--- src/rtl/alu_issue_arb_pkg.sv ---
// Shared CPU definitions: instruction format, opcode set and id-width helper
// used by the ALU issue arbiter.
package alu_issue_arb_pkg;

    typedef enum logic [2:0] {
        OpNop = 3'd0,
        OpAdd = 3'd1,
        OpSub = 3'd2,
        OpAnd = 3'd3,
        OpOr  = 3'd4,
        OpXor = 3'd5
    } opcode_e;

    // All-zero encodes OpNop, which the ALU treats as an idle slot.
    typedef struct packed {
        opcode_e     opcode;
        logic [4:0]  rd;
        logic [31:0] rs1_val;
        logic [31:0] rs2_val;
    } instruction_t;

    // Width of a requester id; never narrower than one bit.
    function automatic int unsigned alu_arb_id_w(int unsigned n);
        return (n > 1) ? $clog2(n) : 1;
    endfunction

endpackage

--- src/rtl/alu_issue_arb_rr_arbiter.sv ---
// Round-robin arbiter: grants the first requester at or after the pointer,
// wrapping, and advances the pointer past each grantee.
module rr_arbiter
    import alu_issue_arb_pkg::*;
#(
    parameter int unsigned N = 4
) (
    input  logic                       clk_i,
    input  logic                       rst_ni,
    input  logic [N-1:0]               req_i,
    input  logic                       en_i,
    output logic [N-1:0]               gnt_o,
    output logic [alu_arb_id_w(N)-1:0] gnt_idx_o,
    output logic                       gnt_any_o
);

    localparam int unsigned IdW = alu_arb_id_w(N);

    logic [IdW-1:0] ptr_q, ptr_d;
    logic [IdW-1:0] cand;
    logic           found;
    logic [IdW-1:0] found_idx;

    // Scan N slots starting at the pointer; the first active request wins.
    always_comb begin
        cand      = '0;
        found     = 1'b0;
        found_idx = '0;
        for (int unsigned k = 0; k < N; k++) begin
            cand = IdW'((32'(ptr_q) + k) % N);
            if (en_i && !found && req_i[cand]) begin
                found     = 1'b1;
                found_idx = cand;
            end
        end
        gnt_o = '0;
        if (found) begin
            gnt_o[found_idx] = 1'b1;
        end
        gnt_idx_o = found_idx;
        gnt_any_o = found;
    end

    // Pointer moves one past the grantee; it holds when nothing is granted.
    always_comb begin
        ptr_d = ptr_q;
        if (found) begin
            ptr_d = (found_idx == IdW'(N - 1)) ? '0 : found_idx + IdW'(1);
        end
    end

    // Pointer register with synchronous reset.
    always_ff @(posedge clk_i) begin
        if (!rst_ni) begin
            ptr_q <= '0;
        end else begin
            ptr_q <= ptr_d;
        end
    end

endmodule

--- src/rtl/alu_issue_arb.sv ---
// Shares one ALU among NUM_REQ requesters: round-robin issue, id tagging
// through the ALU latency, and a credit-protected response FIFO.
// Optional build macro ALU_ARB_PERF_CNT_EN adds grant/stall counters.
module alu_issue_arb
    import alu_issue_arb_pkg::*;
#(
    parameter int unsigned NUM_REQ   = 4,
    parameter int unsigned RSP_DEPTH = 2,
    parameter int unsigned ALU_LAT   = 1
) (
    input  logic                              clk,
    input  logic                              rst,
    input  logic [NUM_REQ-1:0]                req_valid,
    input  instruction_t [NUM_REQ-1:0]        req_inst,
    output logic [NUM_REQ-1:0]                req_ready,
    output instruction_t                      alu_inst,
    input  instruction_t                      alu_inst_ret,
    input  logic [31:0]                       alu_result,
    output logic                              rsp_valid,
    input  logic                              rsp_ready,
    output logic [alu_arb_id_w(NUM_REQ)-1:0]  rsp_id,
    output instruction_t                      rsp_inst,
    output logic [31:0]                       rsp_result
`ifdef ALU_ARB_PERF_CNT_EN
    ,
    output logic [NUM_REQ-1:0][31:0]          perf_grant_cnt,
    output logic [31:0]                       perf_stall_cnt
`endif
);

    localparam int unsigned IdW  = alu_arb_id_w(NUM_REQ);
    localparam int unsigned PtrW = alu_arb_id_w(RSP_DEPTH);
    localparam int unsigned CntW = $clog2(RSP_DEPTH + 1);

    logic [NUM_REQ-1:0] gnt;
    logic [IdW-1:0]     gnt_idx;
    logic               gnt_any;
    logic               pop;
    logic               push;
    logic               can_issue;
    int unsigned        inflight;

    logic [ALU_LAT-1:0]           tag_vld_q;
    logic [ALU_LAT-1:0][IdW-1:0]  tag_id_q;

    logic [RSP_DEPTH-1:0][IdW-1:0] fifo_id_q;
    instruction_t [RSP_DEPTH-1:0]  fifo_inst_q;
    logic [RSP_DEPTH-1:0][31:0]    fifo_res_q;
    logic [PtrW-1:0]               wr_q;
    logic [PtrW-1:0]               rd_q;
    logic [CntW-1:0]               cnt_q;

    assign pop  = rsp_valid & rsp_ready;
    assign push = tag_vld_q[ALU_LAT-1];

    // Credit: buffered + in-flight responses, freeing the slot popped this cycle.
    always_comb begin
        inflight = 0;
        for (int unsigned i = 0; i < ALU_LAT; i++) begin
            inflight = inflight + 32'(tag_vld_q[i]);
        end
        can_issue = (32'(cnt_q) + inflight) < (RSP_DEPTH + 32'(pop));
    end

    rr_arbiter #(
        .N (NUM_REQ)
    ) u_rr_arbiter (
        .clk_i     (clk),
        .rst_ni    (rst),
        .req_i     (req_valid),
        .en_i      (can_issue & rst),
        .gnt_o     (gnt),
        .gnt_idx_o (gnt_idx),
        .gnt_any_o (gnt_any)
    );

    // Grant and ALU operand mux; idle op when nothing is granted.
    always_comb begin
        req_ready = gnt;
        alu_inst  = gnt_any ? req_inst[gnt_idx] : '0;
    end

    // Tag shift register follows each op through the ALU pipeline.
    always_ff @(posedge clk) begin
        if (!rst) begin
            tag_vld_q <= '0;
            tag_id_q  <= '0;
        end else begin
            tag_vld_q[0] <= gnt_any;
            tag_id_q[0]  <= gnt_idx;
            for (int unsigned i = 1; i < ALU_LAT; i++) begin
                tag_vld_q[i] <= tag_vld_q[i-1];
                tag_id_q[i]  <= tag_id_q[i-1];
            end
        end
    end

    // FIFO storage; contents are only observed while the entry is counted.
    always_ff @(posedge clk) begin
        if (push) begin
            fifo_id_q[wr_q]   <= tag_id_q[ALU_LAT-1];
            fifo_inst_q[wr_q] <= alu_inst_ret;
            fifo_res_q[wr_q]  <= alu_result;
        end
    end

    // FIFO pointers and occupancy.
    always_ff @(posedge clk) begin
        if (!rst) begin
            wr_q  <= '0;
            rd_q  <= '0;
            cnt_q <= '0;
        end else begin
            if (push) begin
                wr_q <= (wr_q == PtrW'(RSP_DEPTH - 1)) ? '0 : wr_q + PtrW'(1);
            end
            if (pop) begin
                rd_q <= (rd_q == PtrW'(RSP_DEPTH - 1)) ? '0 : rd_q + PtrW'(1);
            end
            cnt_q <= cnt_q + CntW'(push) - CntW'(pop);
        end
    end

    // Head entry drives the response port; zeros while empty.
    always_comb begin
        rsp_valid  = (cnt_q != '0);
        rsp_id     = rsp_valid ? fifo_id_q[rd_q]   : '0;
        rsp_inst   = rsp_valid ? fifo_inst_q[rd_q] : '0;
        rsp_result = rsp_valid ? fifo_res_q[rd_q]  : '0;
    end

    // The credit check makes overflow unreachable.
    a_no_overflow : assert property (@(posedge clk) disable iff (!rst)
        !(push && (cnt_q == CntW'(RSP_DEPTH)) && !pop));

`ifdef ALU_ARB_PERF_CNT_EN
    logic [NUM_REQ-1:0][31:0] grant_cnt_q;
    logic [31:0]              stall_cnt_q;

    // Saturating grant and stall counters.
    always_ff @(posedge clk) begin
        if (!rst) begin
            grant_cnt_q <= '0;
            stall_cnt_q <= '0;
        end else begin
            if (gnt_any && (grant_cnt_q[gnt_idx] != '1)) begin
                grant_cnt_q[gnt_idx] <= grant_cnt_q[gnt_idx] + 32'd1;
            end
            if ((|req_valid) && !can_issue && (stall_cnt_q != '1)) begin
                stall_cnt_q <= stall_cnt_q + 32'd1;
            end
        end
    end

    assign perf_grant_cnt = grant_cnt_q;
    assign perf_stall_cnt = stall_cnt_q;
`endif

endmodule

--- config.mk ---
export PLATFORM = sky130hd
export DESIGN_NAME = alu_issue_arb
export DESIGN_NICKNAME = d
export VERILOG_FILES = /design/src/rtl/alu_issue_arb_pkg.sv /design/src/rtl/alu_issue_arb_rr_arbiter.sv /design/src/rtl/alu_issue_arb.sv
export SDC_FILE = /design/constraint.sdc
export NUM_CORES = 1
export LEC_CHECK = 0
export CORE_AREA = 2 2 224 226
export CTS_CLUSTER_SIZE = 40
export DETAILED_ROUTE_END_ITERATION = 16
export DIE_AREA = 0 0 226 228
export PLACE_DENSITY = 0.5
export SYNTH_ARGS = -nofsm -noshare
export SYNTH_HDL_FRONTEND = slang
export SYNTH_SLANG_ARGS = --single-unit
--- constraint.sdc ---
create_clock -name clk -period 6.65 [get_ports clk]
set_input_delay 1.33 -clock clk [delete_from_list [all_inputs] [get_ports clk]]
set_output_delay 1.33 -clock clk [all_outputs]
set_load 0.05 [all_outputs]
==> metrics list <==
- In the final layout, the share of cells above drive strength 1 is 0.0824.
- Num rows: 82
- Setup violations remaining at the end of the flow were counted as 0.
* Die footprint: 51500 um2
* Pins Over Slew Limit: 0
- Remaining max-slew budget at the tightest pin: 0.337
- Horiz. Die Dim: 226 um
* Starting Density: 0.213
- CTS built an H-tree with a depth of 1.
* Signed area change from the synthesized netlist to the final layout: 73.1%
- CTS-repair resized insts: 0
* Class of the tightest hold or removal check: flip-flop to flip-flop
- Clock-pin slew on the worst setup and hold paths: 60 ps
- Arithmetic-cell share of the synthesized area counting full adders, half adders and majority gates: 0.00594
- Leakage Power: 6.11 nW
* Cell chosen for the clock root: sky130_fd_sc_hd__clkbuf_16
- The clock passes through at most 3 buffers.
- Post-CTS timing repair inserted 0 buffers for setup.
* Synth Warn #: 0
- Power density over the cells: 420 nW/um2
* Global-route usage over all layers: 0.175
- I/O Buffers: 581
* Number of remaining DRC errors: 0
* Number of clock buffers inserted by TritonCTS: 25
- Synthesis produced 755 cells.
* Nets: 1721
- The worst path meets setup with 908 ps of slack.
- The worst setup path is captured at an output pin.
* Routed via count divided by cell count: 4.29
- Dividing the synthesized area by the synthesized cell count gives 13.9 um2.
- Number of unique standard cell types used by synthesis: 29
* Register bit count reported by yosys: 221
- 1st-iter DRT viols: 389
- Maximum net fanout on the critical path: 84
* Outcome: finished clean
* Die span in y: 228 um
- Synth Area in XOR/XNOR: 0.00250
* Clock period minus final worst setup slack: 5740 ps
* Multiplexer share of the synthesized area: 0.239
- Fin. Hold Viols: 0
- The core region is 49300 um2.
- Share of the synthesized area in compound gates (AO/OA/AOI/OAI): 0.0523
* Number of top-level pins: 582
- VDD IR-drop max: 0.180 mV
- The tree built by TritonCTS fans out to 221 sinks.
- Across the run, the number of max-cap violations was 0.
- Largest net degree at the start of global routing: 85
* Max Clk Rate: 174 MHz
- Hold Worst Slack: 435 ps
- The worst setup path is launched from an input port.
- Global route overflow: 0
- Hold_buf cts: 0
- For the worst setup path, the data arrival time is 4410 ps.
* First-pass detailed-route iteration total: 4
* Syn Std Cell Area: 10500 um2
- Clock latency on the worst-skew pair: 520 ps
* Sequential cell area fraction in the yosys report: 0.622
* Syn nets: 1159
* Final wirelength: 46500 um
* First-pass GRT wire length: 65000 um
- Post-DR wirelength/cell: 23.0 um
* Share of the clock period used by the worst path: 0.863
* Worst Tran Pin Value: 994 ps
- Critical path class: input port to output pin
- After synthesis, the largest family of logic cells by area is multiplexers.
- Pre-CTS setup slack: 962 ps
* Remaining antenna violation count: 0
* Setup repair after global routing missed its margin: false
- The via count of the first global-routing pass came to 9051.
- After routing, the total negative slack on setup checks comes to 0 ps.
- Of the total synthesized cell area, the portion taken by AND, OR, NAND and NOR gates is 0.0496.
- The detailed router placed 8671 vias in this run.
* CTS tree: yes
- RD Place Congestion: 0.892
- The number of antenna violations at the first check in global routing came to 37.
* HPWL reported at the end of detailed placement: 36100 um
- Post-Route Skew: 10.1 ps
- For the worst setup path, the data required time is 5320 ps.
power breakdown:
group          internal, mW  switching, mW  total (mW)
sequential             1.84          0.109        1.94
clock                 0.809          0.554        1.36
combinational          1.56           2.79        4.35
total                  4.20           3.45        7.65
path summary, 6_finish.rpt:
kind / startpoint / to / slack (ps) / cells after the start
worst max-delay path: rsp_ready / alu_inst[65] / 910 / 10
worst min register to register: tag_id_q[1] / fifo_id_q[3] / 430 / 0
worst min-delay path: tag_id_q[1] / fifo_id_q[3] / 430 / 0
worst max register to register: cnt_q[0] / u_rr_arbiter.ptr_q[1] / 4070 / 9
registers in the layout, summed over array words and instances (netlist names):
signal              flops
push                    1
wr_q                    1
u_rr_arbiter.ptr_q      2
fifo_id_q               4
tag_id_q                2
fifo_inst_q           144
cnt_q                   2
rd_q                    1
fifo_res_q             64
per-stage QoR:
step | instance area (um2) | utilization | std cells | total power [mW]
2_1_floorplan | 10500 | - | 755 | 4.69
3_3_place_gp | 17400 | 0.352 | 1962 | 6.37
3_5_place_dp | 17400 | 0.352 | 1962 | 6.37
4_1_cts | 18200 | 0.368 | 2007 | 7.78
5_1_grt | 18200 | 0.369 | 2021 | 8.01
6_report | 18200 | 0.369 | 2021 | 7.65
cells in the final DEF (no fill, tap or decap), drive strengths merged:
cell type / netlist / final
nor3b: 1 / 1
mux2i: 251 / 251
o21ai: 2 / 2
bufinv: 0 / 3
a21oi: 2 / 2
a21o: 1 / 1
inv: 9 / 13
ha: 5 / 5
a2111oi: 2 / 2
nor2b: 4 / 4
clkinv: 0 / 10
clkbuf: 18 / 28
or2: 1 / 1
a31oi: 1 / 1
and2: 6 / 6
xnor2: 3 / 3
diode: 0 / 14
dfxtp: 9 / 9
o21a: 1 / 1
nand3b: 1 / 1
edfxtp: 212 / 212
nand2: 1 / 1
buf: 37 / 62
nand2b: 1 / 1
nor2: 113 / 113
o22ai: 74 / 74
clkdlybuf4s50: 0 / 528
Yosys cell counts:
cell type | count | area share
sky130_fd_sc_hd__mux2i_1 | 251 | 0.24
sky130_fd_sc_hd__edfxtp_1 | 212 | 0.60
sky130_fd_sc_hd__nor2_1 | 113 | 0.040
sky130_fd_sc_hd__o22ai_1 | 74 | 0.044
sky130_fd_sc_hd__clkbuf_1 | 18 | 0.0064
sky130_fd_sc_hd__buf_1 | 17 | 0.0061
sky130_fd_sc_hd__buf_4 | 12 | 0.0086
sky130_fd_sc_hd__dfxtp_1 | 9 | 0.017
sky130_fd_sc_hd__inv_1 | 8 | 0.0029
sky130_fd_sc_hd__and2_1 | 6 | 0.0036
sky130_fd_sc_hd__buf_2 | 6 | 0.0029
sky130_fd_sc_hd__ha_1 | 5 | 0.0059
sky130_fd_sc_hd__nor2b_1 | 4 | 0.0024
sky130_fd_sc_hd__xnor2_1 | 3 | 0.0025
sky130_fd_sc_hd__a21oi_1 | 2 | 0.00095
sky130_fd_sc_hd__buf_6 | 2 | 0.0021
sky130_fd_sc_hd__a2111oi_0 | 1 | 0.00083
sky130_fd_sc_hd__a2111oi_4 | 1 | 0.0026
sky130_fd_sc_hd__a21o_1 | 1 | 0.00071
sky130_fd_sc_hd__a31oi_2 | 1 | 0.0012
sky130_fd_sc_hd__inv_2 | 1 | 0.00036
sky130_fd_sc_hd__nand2_1 | 1 | 0.00036
sky130_fd_sc_hd__nand2b_1 | 1 | 0.00059
sky130_fd_sc_hd__nand3b_2 | 1 | 0.0011
sky130_fd_sc_hd__nor3b_1 | 1 | 0.00071
sky130_fd_sc_hd__o21a_1 | 1 | 0.00071
sky130_fd_sc_hd__o21ai_1 | 1 | 0.00047
sky130_fd_sc_hd__o21ai_2 | 1 | 0.00083
sky130_fd_sc_hd__or2_1 | 1 | 0.00059
cells by family (layout without fill, tap and decap cells):
kind of cell               Yosys count  count (layout)
buffers and inverters               64             644
adders and majority gates            5               5
AOI/OAI and AO/OA                   83              83
muxes                              251             251
other                                0              14
DFF                                221             221
xor gates and xnor gates             3               3
and+or+nand+nor                    128             128
final cells by class:
| cell class | instances | area [um2] |
|---|---|---|
| Multi-Input combinational cell | 470 | 3700 |
| Clock inverter | 17 | 171 |
| Antenna cell | 14 | 35.0 |
| Fill cell | 4829 | 31100 |
| Tap cell | 672 | 841 |
| Inverter | 9 | 33.8 |
| Clock buffer | 28 | 637 |
| Sequential cell | 221 | 6550 |
| Timing Repair Buffer | 590 | 6250 |
metal layers:
layer | track usage | share of wire | vias up
met5 | 0 | 0.0030 | -
met4 | 0.0722 | 0.028 | 20
met3 | 0.0670 | 0.093 | 91
met2 | 0.309 | 0.52 | 383
met1 | 0.185 | 0.36 | 4162
li1 | - | - | 4015
worst max-delay path: stages:
cell	delay, ps
sky130_fd_sc_hd__clkdlybuf4s50_1	470
sky130_fd_sc_hd__o21ai_2	80
sky130_fd_sc_hd__o21ai_1	150
sky130_fd_sc_hd__nand3b_2	160
sky130_fd_sc_hd__a2111oi_4	360
sky130_fd_sc_hd__buf_12	380
sky130_fd_sc_hd__buf_12	430
sky130_fd_sc_hd__mux2i_1	330
sky130_fd_sc_hd__o22ai_1	170
sky130_fd_sc_hd__buf_12	210
Note: power is estimated with default switching activity, not from simulation.
